==> src/rtl/siso_pkg.sv <==
// Shared types and helpers for the serial transmit controller.
// SISO_TX_PARITY_EN appends an even-parity bit period after the data bits.
package siso_pkg;

    typedef enum logic [1:0] {
        IDLE  = 2'd0,
        SHIFT = 2'd1,
        DONE  = 2'd2
    } state_t;

`ifdef SISO_TX_PARITY_EN
    localparam int PAR_BITS = 1;
`else
    localparam int PAR_BITS = 0;
`endif

    function automatic int cnt_w(input int n);
        return (n <= 2) ? 1 : $clog2(n);
    endfunction

endpackage

==> src/rtl/siso_tx_ctrl_bit_timer.sv <==
// Bit-period divider: counts 0..DIV-1 while running.
// first is a registered strobe marking the opening cycle of each period.
module bit_timer
    import siso_pkg::*;
#(
    parameter int DIV = 4
) (
    input  logic clk,
    input  logic rst,
    input  logic clr,
    input  logic run,
    input  logic more,
    output logic wrap,
    output logic first
);

    localparam int CW = cnt_w(DIV);
    localparam logic [CW-1:0] TOP = CW'(DIV - 1);

    logic [CW-1:0] cnt;

    assign wrap = run && (cnt == TOP);

    always_ff @(posedge clk or negedge rst) begin
        if (!rst) begin
            cnt   <= '0;
            first <= 1'b0;
        end else if (clr) begin
            cnt   <= '0;
            first <= 1'b1;
        end else if (run) begin
            cnt   <= wrap ? '0 : cnt + CW'(1);
            // a new period opens only if another bit follows
            first <= wrap & more;
        end else begin
            cnt   <= '0;
            first <= 1'b0;
        end
    end

endmodule

==> src/rtl/siso_tx_ctrl.sv <==
// Parallel-to-serial transmit sequencer with per-bit strobe and done pulse.
// Optional macro SISO_TX_PARITY_EN adds a trailing even-parity bit period.
module siso_tx_ctrl
    import siso_pkg::*;
#(
    parameter int WIDTH     = 8,
    parameter int DIV       = 4,
    parameter int MSB_FIRST = 0
) (
    input  logic             clk,
    input  logic             rst,
    input  logic             in_valid,
    input  logic [WIDTH-1:0] in_data,
    output logic             in_ready,
    output logic             sout,
    output logic             bit_stb,
    output logic             busy,
    output logic             done
);

    localparam int NB = WIDTH + PAR_BITS;
    localparam int BW = cnt_w(NB);
    localparam logic [BW-1:0] LAST = BW'(NB - 1);
    localparam bit MSB = (MSB_FIRST != 0);

    state_t        state;
    logic [NB-1:0] sreg;
    logic [NB-1:0] load;
    logic [NB-1:0] shifted;
    logic [BW-1:0] bcnt;
    logic          accept;
    logic          last;
    logic          wrap;
    logic          first_bit;
    logic          next_bit;

    assign accept = (state == IDLE) && in_valid;
    assign last   = (bcnt == LAST);

    always_comb begin
`ifdef SISO_TX_PARITY_EN
        // parity sits where the shift reaches it after the data bits
        load = MSB ? {in_data, ^in_data} : {^in_data, in_data};
`else
        load = in_data;
`endif
        first_bit = MSB ? in_data[WIDTH-1] : in_data[0];
        next_bit  = MSB ? sreg[NB-2] : sreg[1];
        shifted   = MSB ? {sreg[NB-2:0], 1'b0} : {1'b0, sreg[NB-1:1]};
    end

    bit_timer #(
        .DIV(DIV)
    ) u_tmr (
        .clk  (clk),
        .rst  (rst),
        .clr  (accept),
        .run  (state == SHIFT),
        .more (!last),
        .wrap (wrap),
        .first(bit_stb)
    );

    always_ff @(posedge clk or negedge rst) begin
        if (!rst) begin
            state    <= IDLE;
            sreg     <= '0;
            bcnt     <= '0;
            sout     <= 1'b0;
            busy     <= 1'b0;
            done     <= 1'b0;
            in_ready <= 1'b1;
        end else begin
            unique case (state)
                IDLE: begin
                    done <= 1'b0;
                    if (in_valid) begin
                        sreg     <= load;
                        bcnt     <= '0;
                        sout     <= first_bit;
                        busy     <= 1'b1;
                        in_ready <= 1'b0;
                        state    <= SHIFT;
                    end
                end
                SHIFT: begin
                    if (wrap) begin
                        if (last) begin
                            sout  <= 1'b0;
                            done  <= 1'b1;
                            sreg  <= '0;
                            state <= DONE;
                        end else begin
                            sreg <= shifted;
                            bcnt <= bcnt + BW'(1);
                            sout <= next_bit;
                        end
                    end
                end
                DONE: begin
                    done     <= 1'b0;
                    busy     <= 1'b0;
                    in_ready <= 1'b1;
                    bcnt     <= '0;
                    state    <= IDLE;
                end
                default: begin
                    state <= IDLE;
                end
            endcase
        end
    end

endmodule

==> config.mk <==
export PLATFORM = sky130hd
export DESIGN_NAME = siso_tx_ctrl
export DESIGN_NICKNAME = d
export VERILOG_FILES = /design/src/rtl/siso_pkg.sv /design/src/rtl/siso_tx_ctrl_bit_timer.sv /design/src/rtl/siso_tx_ctrl.sv
export SDC_FILE = /design/constraint.sdc
export NUM_CORES = 1
export LEC_CHECK = 0
export ABC_AREA = 0
export ABC_CLOCK_PERIOD_IN_PS = 3650
export CORE_MARGIN = 4
export CORE_UTILIZATION = 55
export CTS_CLUSTER_SIZE = 16
export DETAILED_ROUTE_END_ITERATION = 10
export PLACE_DENSITY_LB_ADDON = 0.05
export RECOVER_POWER = 25
export SLEW_MARGIN = 20
export SYNTH_ARGS = -nofsm -noshare
export SYNTH_HDL_FRONTEND = slang
export SYNTH_SLANG_ARGS = --single-unit
==> constraint.sdc <==
create_clock -name clk -period 3.65 [get_ports clk]
set_input_delay 0.5475 -clock clk [delete_from_list [all_inputs] [get_ports clk]]
set_output_delay 0.5475 -clock clk [all_outputs]
set_load 0.02 [all_outputs]
# [Yosys cells after proc, flatten, opt, wreduce, memory -nomap -nowiden]
# Index checks and enable logic that the tools add are counted.
[op_classes] add_sub_neg=2 multipliers=0 n_div=0 order_cmp=0 eq_ne=8 shift=0 n_mux=28 bitwise_logic=1 reduce_logical=14
[op_table] op="8-bit two-way mux" n=2
[op_table] op="8-bit one-hot mux with 2 select lines" n=1
[op_table] op="2-bit two-way mux" n=6
[op_table] op="1-bit two-way mux" n=9
[op_table] op="3-bit two-way mux" n=3
[op_table] op="3-bit one-hot mux with 3 select lines" n=1
[op_table] op="3-bit AND reduction" n=3
[op_table] op="2-bit != test, second input constant" n=4
[op_table] op="1-bit one-hot mux with 2 select lines" n=4
[op_table] op="7-bit two-way mux" n=1
[op_table] op="2-bit nonzero test" n=3
[op_table] op="2-bit == test, second input constant" n=2
[op_table] op="2-bit one-hot mux with 2 select lines" n=1
[op_table] op="4-bit AND reduction" n=1
[op_table] op="3-bit by 1-bit adder with 3-bit output, second input constant" n=1
[op_table] op="3-bit == test, second input constant" n=1
[op_table] op="3-bit nonzero test" n=1
[op_table] op="2-bit by 1-bit adder with 2-bit output, second input constant" n=1
[op_table] op="2-bit by 1-bit == test with 1-bit output, second input constant" n=1
[op_table] op="1-bit logical AND" n=2
[op_table] op="2-bit logical NOT" n=1
[op_table] op="2-bit AND reduction" n=1
[op_table] op="2-bit OR reduction" n=1
[op_table] op="1-bit bitwise AND" n=1
[op_table] op="1-bit logical NOT" n=1
[totals] reg_bits=20 latch_bits=0 ram_bits=0 romBits=0 input_bits=11 out_inout_bits=5 wordCells=62 n_memories=0

# [Depth between registers and ports, before layout]
[logic_depth] depth_word=5 depth_mapped=5 depth_no_buf=5

# [By module]
# A second synthesis with hierarchy kept.
[unflattened] hier_cells=77 area_unflattened_um2=939.7
[by_module_without_submodules] module="siso_tx_ctrl" n_inst=1 cells_each=69 area_per_inst_um2=813.3 seq_area_each_um2=401.6
[by_module_without_submodules] module="bit_timer" n_inst=1 cells_each=8 area_per_inst_um2=126.4 seq_area_each_um2=75.1

# [Worst setup path before layout]
# Ideal clock, no wire load.
[synth_timing] path_type="reg-to-reg" from="register u_tmr.cnt[0]" to="register sreg[0]" setup_ns=0.125 arrival_ns=1.332 required_ns=3.525 setup_slack_ns=2.193 stages_incl_launch_ff=5 path_buffers=0 synth_period_minus_slack_ns=1.457 path_cell_list="dfrtp_1 > ha_1 > nand2_1 > a21oi_4 > mux2_2"
[synth_between] elab_chain_len=4
[synth_rtl] element="start, declared" line_no="siso_tx_ctrl_bit_timer.sv:20" source="logic [CW-1:0] cnt;"
[synth_rtl] element="start signal, assigned" line_no="siso_tx_ctrl_bit_timer.sv:32" source="cnt <= wrap ? '0 : cnt + CW'(1);"
[synth_rtl] element="2-bit == test" line_no="siso_tx_ctrl_bit_timer.sv:22" source="assign wrap = run && (cnt == TOP);"
[synth_rtl] element="1-bit logical AND" line_no="siso_tx_ctrl_bit_timer.sv:22"
[synth_rtl] element="2-bit != test (no line)"
[synth_rtl] element="3-bit AND reduction (no line)"
[synth_rtl] element="end signal, assigned" line_no="siso_tx_ctrl.sv:78" source="sreg <= load;"
[synth_rtl] element="end signal, assigned" line_no="siso_tx_ctrl.sv:94" source="sreg <= shifted;"
[synth_rtl] element="end, declared" line_no="siso_tx_ctrl.sv:27" source="logic [NB-1:0] sreg;"
# Every way passes these cells.
# A chain may end at the register's enable or synchronous reset.

# [Worst setup path in the final report]
[layout_timing] from="register state[0]" to="register sreg[0]"
[layout_between] elab_chain_len=4 word_cells_on_any_way=8 classes_between="eq/ne (3); mux (1); reduce/logical (4)"
[layout_rtl] element="start, declared" line_no="siso_tx_ctrl.sv:26" source="state_t state;"
[layout_rtl] element="start signal, assigned" line_no="siso_tx_ctrl.sv:66" source="state <= IDLE;"
[layout_rtl] element="start signal, assigned" line_no="siso_tx_ctrl.sv:83" source="state <= SHIFT;"
[layout_rtl] element="start signal, assigned" line_no="siso_tx_ctrl.sv:92" source="state <= DONE;"
[layout_rtl] element="2-bit by 1-bit == test with 1-bit output" line_no="siso_tx_ctrl.sv:58, siso_tx_ctrl.sv:74"
[layout_rtl] element="1-bit logical AND" line_no="siso_tx_ctrl_bit_timer.sv:22"
[layout_rtl] element="2-bit != test (no line)"
[layout_rtl] element="3-bit AND reduction (no line)"
# Parallel ways exist; a longest one is shown, timed or not.

==> impl_metrics.ini <==
[placed_design]
finalWeightedCongestion = 0.733
dp_slack_ns = 1.63
numPortBuffers = 15
dpl.hpwl_um = 1190

[route]
via_count = 618
antenna_left = 0
detail_route.drc_violations = 0
routed_wirelength_um = 1620
drtPass1Iterations = 3
drtIter0Drc = 2
wl_per_cell_um = 13.3
avgViaCountPerCell = 5.11

[sta]
clock_skew_ns = 0.00171
finalSetupViolCount = 0
slew_viol_final = 0
fin_crit_sh_pct = 58.9
timing.final.hold_violations = 0
setup_ws_ns = 1.50
slew_headroom_pct = 29.3
period_needed_ns = 2.15
worst_pin_slew_ns = 1.06
fmax_mhz = 465
rsz0062_at_grt = false
finalSetupTns_ns = 0

[floorplan]
rows = 15
fp.dieH_um = 51.0
start_util_pct = 58.4
ioPinCount = 16
die_x_um = 51.0
die_area_mm2 = 0.00260
core-area_mm2 = 0.00175

[logic_synthesis]
synth.distinct_cells = 26
synth_top_area_share_pct = 44.2
synth.avg_cell_area_um2 = 12.7
synth-main-ff-cell = dfrtp_1
syn_inst = 80
yosysSeqAreaShare_pct = 46.8
synthTopCellsByCount = dfrtp_1 (18), mux2_4 (10), nor2b_1 (10)
synth-async-reset-ratio_pct = 100
synth_area_mm2 = 0.00102
yosysWarningCount = 0
synth.most_common_cell = dfrtp_1
synth_area_leaders = dfrtp_1 (44%), mux2_4 (15%), nor2b_1 (6.1%)
synthesis.nets = 95
synth-edff-count = 0
yosysTopAreaCell = dfrtp_1
synth_seq_cells = 19

[global_routing]
antenna_found_initial = 0
grt_pass1_vias = 617
grt_pass1_wl_um = 2850
grt_max_degree = 20
grt_overflow = 0
track_usage_pct = 14.9

[min_path]
holdPathEnd = u_tmr.cnt[0]
worstHoldPathCells = 1
hold_class = reg -> reg
hold_path_startpoint = u_tmr.cnt[0]

[cells_and_area]
multiInputGateArea_um2 = 482
fillers = 152
nNetsFinal = 112
layout-drive-gt1-share_pct = 19.8
syn_to_final_growth_pct = 16.0
regArea_um2 = 477
n_antenna_cell = 0

[setup_path]
end_kind = flop
crit-reg2reg-capture = sreg[0]
r2r_slack_ns = 1.50
cp.required_ns = 3.84
critPathTopFamily = simple AND/OR/NAND/NOR gates
worstSetupStartpoint = state[0]
startpoint_type = flop
worstPathCellList = nor2b_1, mux2_2, mux2_2
timing.rr.start = state[0]
cpMostUsedCell = mux2_2
slowest_delay_ns = 0.87
worst-setup-path-type = reg -> reg
cp.buffers_inverters = 0
arrival_ns = 2.34
cp_max_fo = 12
reg2reg_depth = 3
crit_slowest_cell = nor2b_1

[clock_network]
cts_root_buffer = clkbuf_4
clockBufferDepth = 2
clkSinkCount = 19
cts_resized = 0
clock_latency_ns = 0.29
post_cts_buffers = 0
cts_tree = done
postCtsHoldBufs = 0
htreeDepth = 1
clkTransAtPathRegs_ns = 0.11
cts_buffers = 3

[job]
maxCapViolations = 0

[status]
outcome = complete, no violations

[pwr]
pwr_density_cell_mw_per_mm2 = 841
p_leak_nw = 0.563
irDropWorstVdd_v = 0.000408
## layer usage
metal  vias up  wire length, µm  global-route usage, %
met1       301              773                   19.5
li1        301                -                      -
met4         0               31                   8.07
met5         -                0                      0
met2        12              749                   23.2
met3         4               60                   2.62
## state kept, by name, indices dropped and copies added, names as in the netlist
register     count
bcnt             3
busy             1
done             1
in_ready         1
sreg             8
state            2
u_tmr.cnt        2
u_tmr.first      1
## cell usage in the layout (no fill, tap or decap), types with 3 or more instances in the layout
| master | instances |
|---|---|
| nand2_1 | 5 |
| clkdlybuf4s50_1 | 13 |
| inv_1 | 4 |
| mux2_4 | 10 |
| mux2_2 | 4 |
| nor2b_1 | 11 |
| dfrtp_1 | 18 |
| mux2i_1 | 3 |
| ha_1 | 4 |
| clkbuf_4 | 3 |
## cells by family (layout without fill, tap and decap cells)
kind of cell	after synthesis	in the layout	synth area share, %
and+or+nand+nor	25	25	15.6
DFF	19	19	46.8
muxes	17	17	22.1
AOI/OAI and AO/OA	8	8	6.14
buffers and inverters	7	23	4.42
adders and majority gates	4	4	4.91
## how the worst max path moves through the flow
| stage | to | cells after the start | slack, ns |
|---|---|---|---|
| 3_5_place_dp | sreg[6] | 4 | 1.63 |
| 3_3_place_gp | sreg[0] | 4 | 1.65 |
| 5_1_grt | sreg[6] | 3 | 1.34 |
| 2_1_floorplan | sreg[0] | 4 | 2.19 |
| 4_1_cts | in_ready | 1 | 1.66 |
| 6_report | sreg[0] | 3 | 1.50 |
## per-stage QoR
step | total power (W) | instances | area (µm²) | util (%) | hold slack [ns]
2_1_floorplan | 0.000799 | 80 | 1020 | - | 0.252
3_3_place_gp | 0.000893 | 117 | 1170 | 67.0 | 0.422
3_5_place_dp | 0.000907 | 117 | 1170 | 67.0 | 0.433
4_1_cts | 0.00101 | 121 | 1200 | 68.5 | 0.447
5_1_grt | 0.00107 | 121 | 1180 | 67.7 | 0.470
6_report | 0.000993 | 121 | 1180 | 67.7 | 0.449
## cell type report
cell class	instances	share of cell area [%]
clock buffer	4	2.22
inverter	4	1.27
multi-input combinational	54	40.8
sequential	19	40.4
tap	25	2.65
timing repair buffer	15	12.7
## power breakdown
group / total (W) / switching [W] / internal, W
registers: 0.000365 / 0.0000584 / 0.000307
clock network: 0.000106 / 0.0000638 / 0.0000425
logic: 0.000522 / 0.000219 / 0.000303
total: 0.000993 / 0.000341 / 0.000652
## worst reg2reg max path: stages (launching register included)
cell and delay (ns):
dfrtp_1 0.50, nor2b_1 0.88, mux2_2 0.42, mux2_2 0.26
Power figures use the tool's default switching activity.
